### config.mk
export PLATFORM = sky130hd
export DESIGN_NAME = rtc_ts_capture_flat
export DESIGN_NICKNAME = d
export VERILOG_FILES = /design/src/rtl/rtc_ts_capture_if.sv /design/src/rtl/rtc_ts_capture.sv /design/src/flat_wrapper.sv
export SDC_FILE = /design/constraint.sdc
export NUM_CORES = 1
export LEC_CHECK = 0
export BUFFER_PORTS_ARGS = -buffer_cell sky130_fd_sc_hd__clkbuf_2
export CORE_AREA = 2 2 194 291
export CTS_CLUSTER_SIZE = 16
export DETAILED_ROUTE_END_ITERATION = 8
export DIE_AREA = 0 0 196 293
export GPL_TIMING_DRIVEN = 0
export PLACE_DENSITY = 0.77
export SLEW_MARGIN = 10
export SYNTH_ARGS = -nofsm -noshare
export SYNTH_HDL_FRONTEND = slang
export SYNTH_SLANG_ARGS = --single-unit
### constraint.sdc
create_clock -name clk -period 14.5 [get_ports clk]
set_input_delay 1.45 -clock clk [delete_from_list [all_inputs] [get_ports clk]]
set_output_delay 1.45 -clock clk [all_outputs]
set_load 0.01 [all_outputs]
### src/rtl/rtc_ts_capture_if.sv
// Host-side port bundle of the timestamp capture unit.
//   master : the host. It drives rd_en and ovf_clr, and it reads the queue head and the status.
//   slave  : rtc_ts_capture. It drives q_valid, q_ns, q_sec, q_cnt, ovf and drop_cnt.
// The signals are:
//   rd_en    pop the head entry (ignored while q_valid=0)
//   ovf_clr  clear ovf and drop_cnt
//   q_valid  queue non-empty; q_ns/q_sec show the head entry (first-word fall-through)
//   q_cnt    entries held, DEPTH_LOG2+1 bits
//   ovf      sticky drop flag
//   drop_cnt dropped events, saturating at 255
interface rtc_ts_capture_if #(
  parameter int DEPTH_LOG2 = 3
);
  logic                rd_en;
  logic                ovf_clr;
  logic                q_valid;
  logic [37:0]         q_ns;
  logic [47:0]         q_sec;
  logic [DEPTH_LOG2:0] q_cnt;
  logic                ovf;
  logic [7:0]          drop_cnt;

  modport master (
    output rd_en, ovf_clr,
    input  q_valid, q_ns, q_sec, q_cnt, ovf, drop_cnt
  );

  modport slave (
    input  rd_en, ovf_clr,
    output q_valid, q_ns, q_sec, q_cnt, ovf, drop_cnt
  );
endinterface

### src/rtl/rtc_ts_capture.sv
// Timestamp capture unit. It sits beside rtc_timer in the same clk domain.
//
// A rising edge on the asynchronous input evt_in samples {time_reg_sec, time_reg_ns}.
// The stamp is queued in a FIFO for the host.
// Optional feature macro: RTC_TSU_LAT_COMP_EN.
//   When it is defined, the stamp is moved back by LAT_COMP (borrowing a second when needed).
//   This adds one extra pipeline stage.
//
// Ports:
//   clk              RTC clock
//   rst              asynchronous reset, active-low
//   time_reg_ns      ToD ns[37:8] + fraction[7:0]
//   time_reg_sec     ToD seconds
//   time_acc_modulo  ns wrap value, same format; used only with latency compensation
//   evt_in           asynchronous event; a rising edge captures a stamp
//   host             rtc_ts_capture_if.slave. It carries the read, status and queue-head signals.
module rtc_ts_capture #(
  parameter int          DEPTH_LOG2 = 3,
  // 24 ns, zero fraction
  parameter logic [37:0] LAT_COMP   = {30'd24, 8'd0}
) (
  input  logic        clk,
  input  logic        rst,
  input  logic [37:0] time_reg_ns,
  input  logic [47:0] time_reg_sec,
  input  logic [37:0] time_acc_modulo,
  input  logic        evt_in,
  rtc_ts_capture_if.slave host
);

  localparam int DEPTH = 2 ** DEPTH_LOG2;
  localparam logic [DEPTH_LOG2:0]   FULL_CNT = {1'b1, {DEPTH_LOG2{1'b0}}};
  localparam logic [DEPTH_LOG2:0]   CNT_ONE  = {{DEPTH_LOG2{1'b0}}, 1'b1};
  localparam logic [DEPTH_LOG2-1:0] PTR_ONE  = {{(DEPTH_LOG2-1){1'b0}}, 1'b1};

  // Event synchroniser and rising-edge detector.
  logic s1, s2, s3;
  logic cap;

  // NOTE: state registers use non-blocking assignments.
  //       Then every flop samples pre-edge values, whatever order the blocks evaluate in.
  always_ff @(posedge clk or negedge rst) begin
    if (!rst) begin
      s1 <= 1'b0;
      s2 <= 1'b0;
      s3 <= 1'b0;
    end else begin
      s1 <= evt_in;
      s2 <= s1;
      s3 <= s2;
    end
  end

  assign cap = s2 & ~s3;

  // Write request and the stamp that goes with it.
  logic        wr_req;
  logic [37:0] wr_ns;
  logic [47:0] wr_sec;

`ifdef RTC_TSU_LAT_COMP_EN
  logic [37:0] comp_ns;
  logic [47:0] comp_sec;

  // NOTE: every always_comb output gets a default first, so no path leaves it unassigned.
  //       An unassigned path would infer a latch.
  always_comb begin
    comp_ns  = time_reg_ns - LAT_COMP;
    comp_sec = time_reg_sec;
    if (time_reg_ns < LAT_COMP) begin
      // Borrow one second. Second 0 wraps to all-ones.
      comp_ns  = time_reg_ns + time_acc_modulo - LAT_COMP;
      comp_sec = time_reg_sec - 48'd1;
    end
  end

  always_ff @(posedge clk or negedge rst) begin
    if (!rst) begin
      wr_req <= 1'b0;
      wr_ns  <= '0;
      wr_sec <= '0;
    end else begin
      wr_req <= cap;
      wr_ns  <= comp_ns;
      wr_sec <= comp_sec;
    end
  end
`else
  logic unused_cfg;

  assign wr_req     = cap;
  assign wr_ns      = time_reg_ns;
  assign wr_sec     = time_reg_sec;
  assign unused_cfg = ^{time_acc_modulo, LAT_COMP};
`endif

  // FIFO
  logic [85:0]           mem [DEPTH];
  logic [DEPTH_LOG2-1:0] wr_ptr, rd_ptr;
  logic [DEPTH_LOG2:0]   count;
  logic                  ovf_q;
  logic [7:0]            drop_q;
  logic                  full, pop, push, drop;

  assign full = (count == FULL_CNT);
  assign pop  = host.rd_en & (count != '0);
  // When the FIFO is full, a pop in the same cycle frees the slot being written.
  assign push = wr_req & (~full | pop);
  assign drop = wr_req & full & ~pop;

  always_ff @(posedge clk or negedge rst) begin
    if (!rst) begin
      wr_ptr <= '0;
      rd_ptr <= '0;
      count  <= '0;
      ovf_q  <= 1'b0;
      drop_q <= '0;
    end else begin
      if (push) wr_ptr <= wr_ptr + PTR_ONE;
      if (pop)  rd_ptr <= rd_ptr + PTR_ONE;
      case ({push, pop})
        2'b10:   count <= count + CNT_ONE;
        2'b01:   count <= count - CNT_ONE;
        default: count <= count;
      endcase
      // A drop in the same cycle as ovf_clr wins.
      // The counter then restarts at 1 rather than adding onto the old value.
      if (drop) begin
        ovf_q <= 1'b1;
        if (host.ovf_clr)          drop_q <= 8'd1;
        else if (drop_q != 8'hFF)  drop_q <= drop_q + 8'd1;
      end else if (host.ovf_clr) begin
        ovf_q  <= 1'b0;
        drop_q <= '0;
      end
    end
  end

  // NOTE: the storage array has no reset.
  //       Slots are only read once written, and empty-queue outputs are forced to zero below.
  always_ff @(posedge clk) begin
    if (push) mem[wr_ptr] <= {wr_sec, wr_ns};
  end

  assign host.q_valid  = (count != '0);
  assign host.q_ns     = host.q_valid ? mem[rd_ptr][37:0]  : '0;
  assign host.q_sec    = host.q_valid ? mem[rd_ptr][85:38] : '0;
  assign host.q_cnt    = count;
  assign host.ovf      = ovf_q;
  assign host.drop_cnt = drop_q;

endmodule

### src/flat_wrapper.sv
// flat-port wrapper written by rule: the top's interface ports become plain ports
module rtc_ts_capture_flat 
#(
  parameter int          DEPTH_LOG2 = 3,
                         
  parameter logic [37:0] LAT_COMP   = {30'd24, 8'd0}
)
  (clk, rst, time_reg_ns, time_reg_sec, time_acc_modulo, evt_in, host_rd_en, host_ovf_clr, host_q_valid, host_q_ns, host_q_sec, host_q_cnt, host_ovf, host_drop_cnt);
  rtc_ts_capture_if #(.DEPTH_LOG2(DEPTH_LOG2)) host_i ();
  input  logic clk;
  input  logic rst;
  input  logic [37:0] time_reg_ns;
  input  logic [47:0] time_reg_sec;
  input  logic [37:0] time_acc_modulo;
  input  logic evt_in;
  input wire logic [$bits(host_i.rd_en)-1:0] host_rd_en;
  input wire logic [$bits(host_i.ovf_clr)-1:0] host_ovf_clr;
  output wire logic [$bits(host_i.q_valid)-1:0] host_q_valid;
  output wire logic [$bits(host_i.q_ns)-1:0] host_q_ns;
  output wire logic [$bits(host_i.q_sec)-1:0] host_q_sec;
  output wire logic [$bits(host_i.q_cnt)-1:0] host_q_cnt;
  output wire logic [$bits(host_i.ovf)-1:0] host_ovf;
  output wire logic [$bits(host_i.drop_cnt)-1:0] host_drop_cnt;
  assign host_i.rd_en = host_rd_en;
  assign host_i.ovf_clr = host_ovf_clr;
  assign host_q_valid = host_i.q_valid;
  assign host_q_ns = host_i.q_ns;
  assign host_q_sec = host_i.q_sec;
  assign host_q_cnt = host_i.q_cnt;
  assign host_ovf = host_i.ovf;
  assign host_drop_cnt = host_i.drop_cnt;
  rtc_ts_capture #(.DEPTH_LOG2(DEPTH_LOG2), .LAT_COMP(LAT_COMP)) u_core (.clk(clk), .rst(rst), .time_reg_ns(time_reg_ns), .time_reg_sec(time_reg_sec), .time_acc_modulo(time_acc_modulo), .evt_in(evt_in), .host(host_i));
endmodule
**Word-level counts from Yosys, hierarchy flattened**

Memories as Yosys holds them, arrays and structs flattened.
Cells that the tools add are included.

- Bits in registers: 22
- Bits in latches: 0
- Bits in writable memories: 688
- Memory bits (read-only): 0
- Input bits: 129
- Output and inout port bits: 100
- Memories: 1

- Add/subtract/negate cells: 5
- $mul: 0
- Divide/modulo/power cells: 0
- Magnitude comparators: 0
- Equality and inequality tests: 4
- Shift operators: 0
- Muxes and demuxes: 11
- Bitwise operators: 9
- Reduce and logical (&&, ||, !) cells: 5

Memory list:

| name | depth | width | read ports | clocked after memory_dff | wr ports | RTL line | text |
|---|---|---|---|---|---|---|---|
| u_core.mem | 8 | 86 | 1 | 0 | 1 | rtc_ts_capture.sv:98 | `logic [85:0] mem [DEPTH];` |

Operators with widths:

| kind | count |
|---|---|
| $mux 48 | 1 |
| $mux 38 | 1 |
| $mux 8 | 4 |
| $add 8x1->8 const B | 1 |
| $ne 8x8->1 const B | 1 |
| $pmux 4 s2 | 1 |
| $add 3x1->3 const B | 2 |
| $reduce_bool 2->1 | 3 |
| $and 1x1->1 | 5 |
| $add 4x1->4 const B | 1 |
| $eq 4x4->1 const B | 1 |
| $mux 1 | 4 |
| $reduce_bool 4->1 | 1 |
| $sub 4x1->4 const B | 1 |
| $not 1->1 | 3 |
| $eq 2x1->1 const B | 1 |
| $eq 2x2->1 const B | 1 |
| $reduce_and 2->1 | 1 |
| $or 1x1->1 | 1 |

**Logic depth before layout (Yosys ltp)**

- Depth after elaboration: 6
- Depth in mapped cells: 8
- Gate-level depth less buffers: 7

**Least setup slack after synthesis**

No wires, ideal clock.

- Path type: input to register
- From: input host_rd_en
- To: memory u_core.mem[1][0], enable pin
- Library setup time: 0.636 ns
- Arrival: 7.844 ns
- Data required time: 13.864 ns
- Setup slack: 6.020 ns
- Stages on the path: 4
- Buffers on the path: 0
- Cells stage by stage: inv_1 -> a31oi_1 -> nand2_1 -> nor3_1

- Word-level cells in the longest chain between the ends: 5

Ends and longest elaborated chain:

| item | RTL line | text |
|---|---|---|
| start, declared | flat_wrapper.sv:16 | `input wire logic [$bits(host_i.rd_en)-1:0] host_rd_en;` |
| $and 1x1->1 | rtc_ts_capture.sv:106 | `assign pop = host.rd_en & (count != '0);` |
| $or 1x1->1 | rtc_ts_capture.sv:108 | `assign push = wr_req & (~full \| pop);` |
| $and 1x1->1 | rtc_ts_capture.sv:108 |  |
| $mux 1 | rtc_ts_capture.sv:142 | `if (push) mem[wr_ptr] <= {wr_sec, wr_ns};` |
| $mux 1 (not written as such) | rtc_ts_capture.sv:142 |  |
| end, declared | rtc_ts_capture.sv:98 |  |

Every way passes these cells.

**Worst setup path after layout**

- From: register u_core.rd_ptr[1]
- To: output host_q_sec[4]

- Word-level cells in the longest chain between the ends: 2

Ends and longest elaborated chain:

| item | RTL line | text |
|---|---|---|
| start, declared | rtc_ts_capture.sv:99 | `logic [DEPTH_LOG2-1:0] wr_ptr, rd_ptr;` |
| start signal, assigned | rtc_ts_capture.sv:120 | `if (pop) rd_ptr <= rd_ptr + PTR_ONE;` |
| $mem_v2 8x86 | n/a |  |
| $mux 48 | rtc_ts_capture.sv:147 | `assign host.q_sec = host.q_valid ? mem[rd_ptr][85:38] : '0;` |
| end, declared | flat_wrapper.sv:20 | `output wire logic [$bits(host_i.q_sec)-1:0] host_q_sec;` |

Every way passes these cells.

==> impl_metrics.ini <==
[status]
status = finished, final reports clean

[min_path]
hp-class = reg -> reg
whs_path_depth = 0

[power]
vdd_ir_drop_max_v = 0.000125
power.density_nw_per_um2 = 190
finalPower_w = 0.00602
leakage_nw = 10.8

[yosys]
ys.flop_type = edfxtp_1
yosys_warnings = 0
synthTopCellsByCount = 688 x edfxtp_1, 172 x mux4_2, 97 x nor2_1
syn_area_sq_um = 27100
synth_area_leaders = edfxtp_1 76%, mux4_2 14%, mux2i_1 3.3%
yosysMostFrequentCell = edfxtp_1
synth_largest_area_cell = edfxtp_1
synth_area_per_cell_sq_um = 22.5
syn_nets = 1341
ys_ff_latch = 710
ys_types = 37
async_flop_share_pct = 3.10
synth-edff-count = 688
yosysTopAreaCellShare_pct = 76.1
yosysSeqAreaShare_pct = 78.1
netlist_instances = 1208

[routing]
drc_errors = 0
avgViaCountPerCell = 5.79
first_pass_iters = 5
drt_wl_total_mm = 58.4
ant_nets = 0
drt-initial-drc-count = 886
wl_per_cell_um = 25.9
vias = 13000

[clock_tree]
cts_root_buf = clkbuf_16
cts_hold_buf = 0
htreeDepth = 2
clk_transition_reported_paths_ps = 70
clock_latency_ps = 610
cts_buffers = 61
cts_tree = done
clk_path_buf_depth = 3
cts.sinks = 710
post_cts_buffers = 0
cts_resized = 0

[floorplan]
rows = 105
die_y_um = 293
die_area_sq_um = 57400
initial_utilization_pct = 49.7
ios = 229
core_area_sq_um = 54700
die_x_um = 196

[critical_path]
cp_max_fo = 10
critPathArrivalTime_ps = 3330
regToRegStartpoint = u_core.host.q_cnt[0]$_DFFE_PN0P_
r2r_cells = 9
crit_start = u_core.rd_ptr[1]$_DFFE_PN0P_
worst-r2r-setup-slack_ps = 10900
cp.required_ps = 13050
r2r_end = u_core.mem[1][11]$_DFFE_PP_
crit_path_end = host_q_sec[4]
crit_type = reg -> out
worstSetupEndpointType = primary output
start_kind = flop

[cells_and_area]
layout-drive-gt1-share_pct = 34.8
syn_to_final_growth_pct = 17.0
final_area_sq_um = 31800
fin_nets = 1640
utilization_pct = 58.1
instances_no_fill = 2255

[grt]
grt_overflow_total = 0
grt_max_degree = 23
track_usage_pct = 20.5
antenna_found_initial = 5
grt_pass1_wl_mm = 87.0
grt_pass1_vias = 13700

[timing]
fin_setup_tns_ps = 0
finClkSkew_ps = 12.9
max_freq_ghz = 0.209
final_hold_viol_count = 0
final.min_clock_period_ps = 4780
rsz0062_at_grt = no
setup_viol = 0
drv_slew = 0
maxSlewHeadroom_pct = 36.6
post-route-period-util_pct = 33.0
tightest_slew_ps = 951

[placed_design]
port_buffers = 189
placed_cells = 2139
placed_area_sq_um = 29800
gp_congestion = 0.770
dp_hpwl_mm = 38.2

[flow_run]
drv_cap = 0
-- cell families after synthesis --
logic type	synth area share (%)
xor+xnor	0.194
mux	17.6
simple gates	2.17
buf+inv	1.07
flops	78.1
compound gates	0.608
fa+ha+maj	0.184
-- metrics by stage --
step	worst slack [ps]	hold slack [ps]
after floorplan	6020	331
after global placement	-236	341
after global routing	9620	358
after CTS	9600	356
after detailed placement	9830	339
final	9720	358
-- report_power, final --
part | internal [W] | switching [W]
Clock | 0.000900 | 0.000710
Combinational | 0.000850 | 0.00110
Sequential | 0.00242 | 0.0000468
Total | 0.00417 | 0.00185
-- layer usage --
layer	vias to the layer above	routed length, um	GRT usage (%)
met5	-	16	0
met4	2	1860	7.82
met3	105	3050	3.20
met2	397	30200	35.2
met1	6911	23300	26.8
li1	5632	-	-
-- worst min path at each step --
stage | slack, ps | to | from
after floorplan | 330 | u_core.s2$_DFF_PN0_ | u_core.s1$_DFF_PN0_
after detailed placement | 340 | u_core.s2$_DFF_PN0_ | u_core.s1$_DFF_PN0_
final | 360 | u_core.s2$_DFF_PN0_ | u_core.s1$_DFF_PN0_
after global placement | 340 | u_core.s2$_DFF_PN0_ | u_core.s1$_DFF_PN0_
after CTS | 360 | u_core.s2$_DFF_PN0_ | u_core.s1$_DFF_PN0_
after global routing | 360 | u_core.s2$_DFF_PN0_ | u_core.s1$_DFF_PN0_
-- registers in the layout, summed over array words and instances, names as in the netlist --
name,count
u_core.host.drop_cnt,8
u_core.host.ovf,1
u_core.host.q_cnt,4
u_core.mem,688
u_core.rd_ptr,3
u_core.s1,1
u_core.s2,1
u_core.s3,1
u_core.wr_ptr,3
-- layout make-up --
type,count,area [sq um]
Antenna cell,3,7.51
Buffer,61,265
Clock buffer,73,1610
Clock inverter,40,363
Fill cell,3889,22900
Inverter,7,26.3
Multi-Input combinational cell,430,5710
Sequential cell,710,21200
Tap cell,695,870
Timing Repair Buffer,236,1700
-- layout by cell type, fill, tap and decap left out, types with 3 or more instances in the layout --
cell type	count
edfxtp_1	688
clkbuf_2	189
mux4_2	172
nor2_1	91
mux2i_1	89
clkbuf_16	63
clkbuf_1	31
buf_2	29
dfrtp_1	22
clkinv_1	15
buf_12	15
buf_4	14
clkinv_2	12
buf_1	11
buf_16	9
buf_6	9
nand2_1	8
a21oi_1	8
inv_1	6
nor2_4	6
bufinv_16	6
nand2b_1	5
o21ai_0	5
xnor2_1	5
o31ai_1	4
nand3_1	4
or4_1	4
ha_1	4
diode_2	3
inv_6	3
-- critical path, cell delays in order, from the launching register on --
cell      delay (ps)
dfrtp_1          370
clkbuf_1         720
clkbuf_1         660
mux4_2           410
mux2i_1          350
nor2_1            70
clkbuf_2         140
No activity file was read; power rests on OpenSTA's default activity.
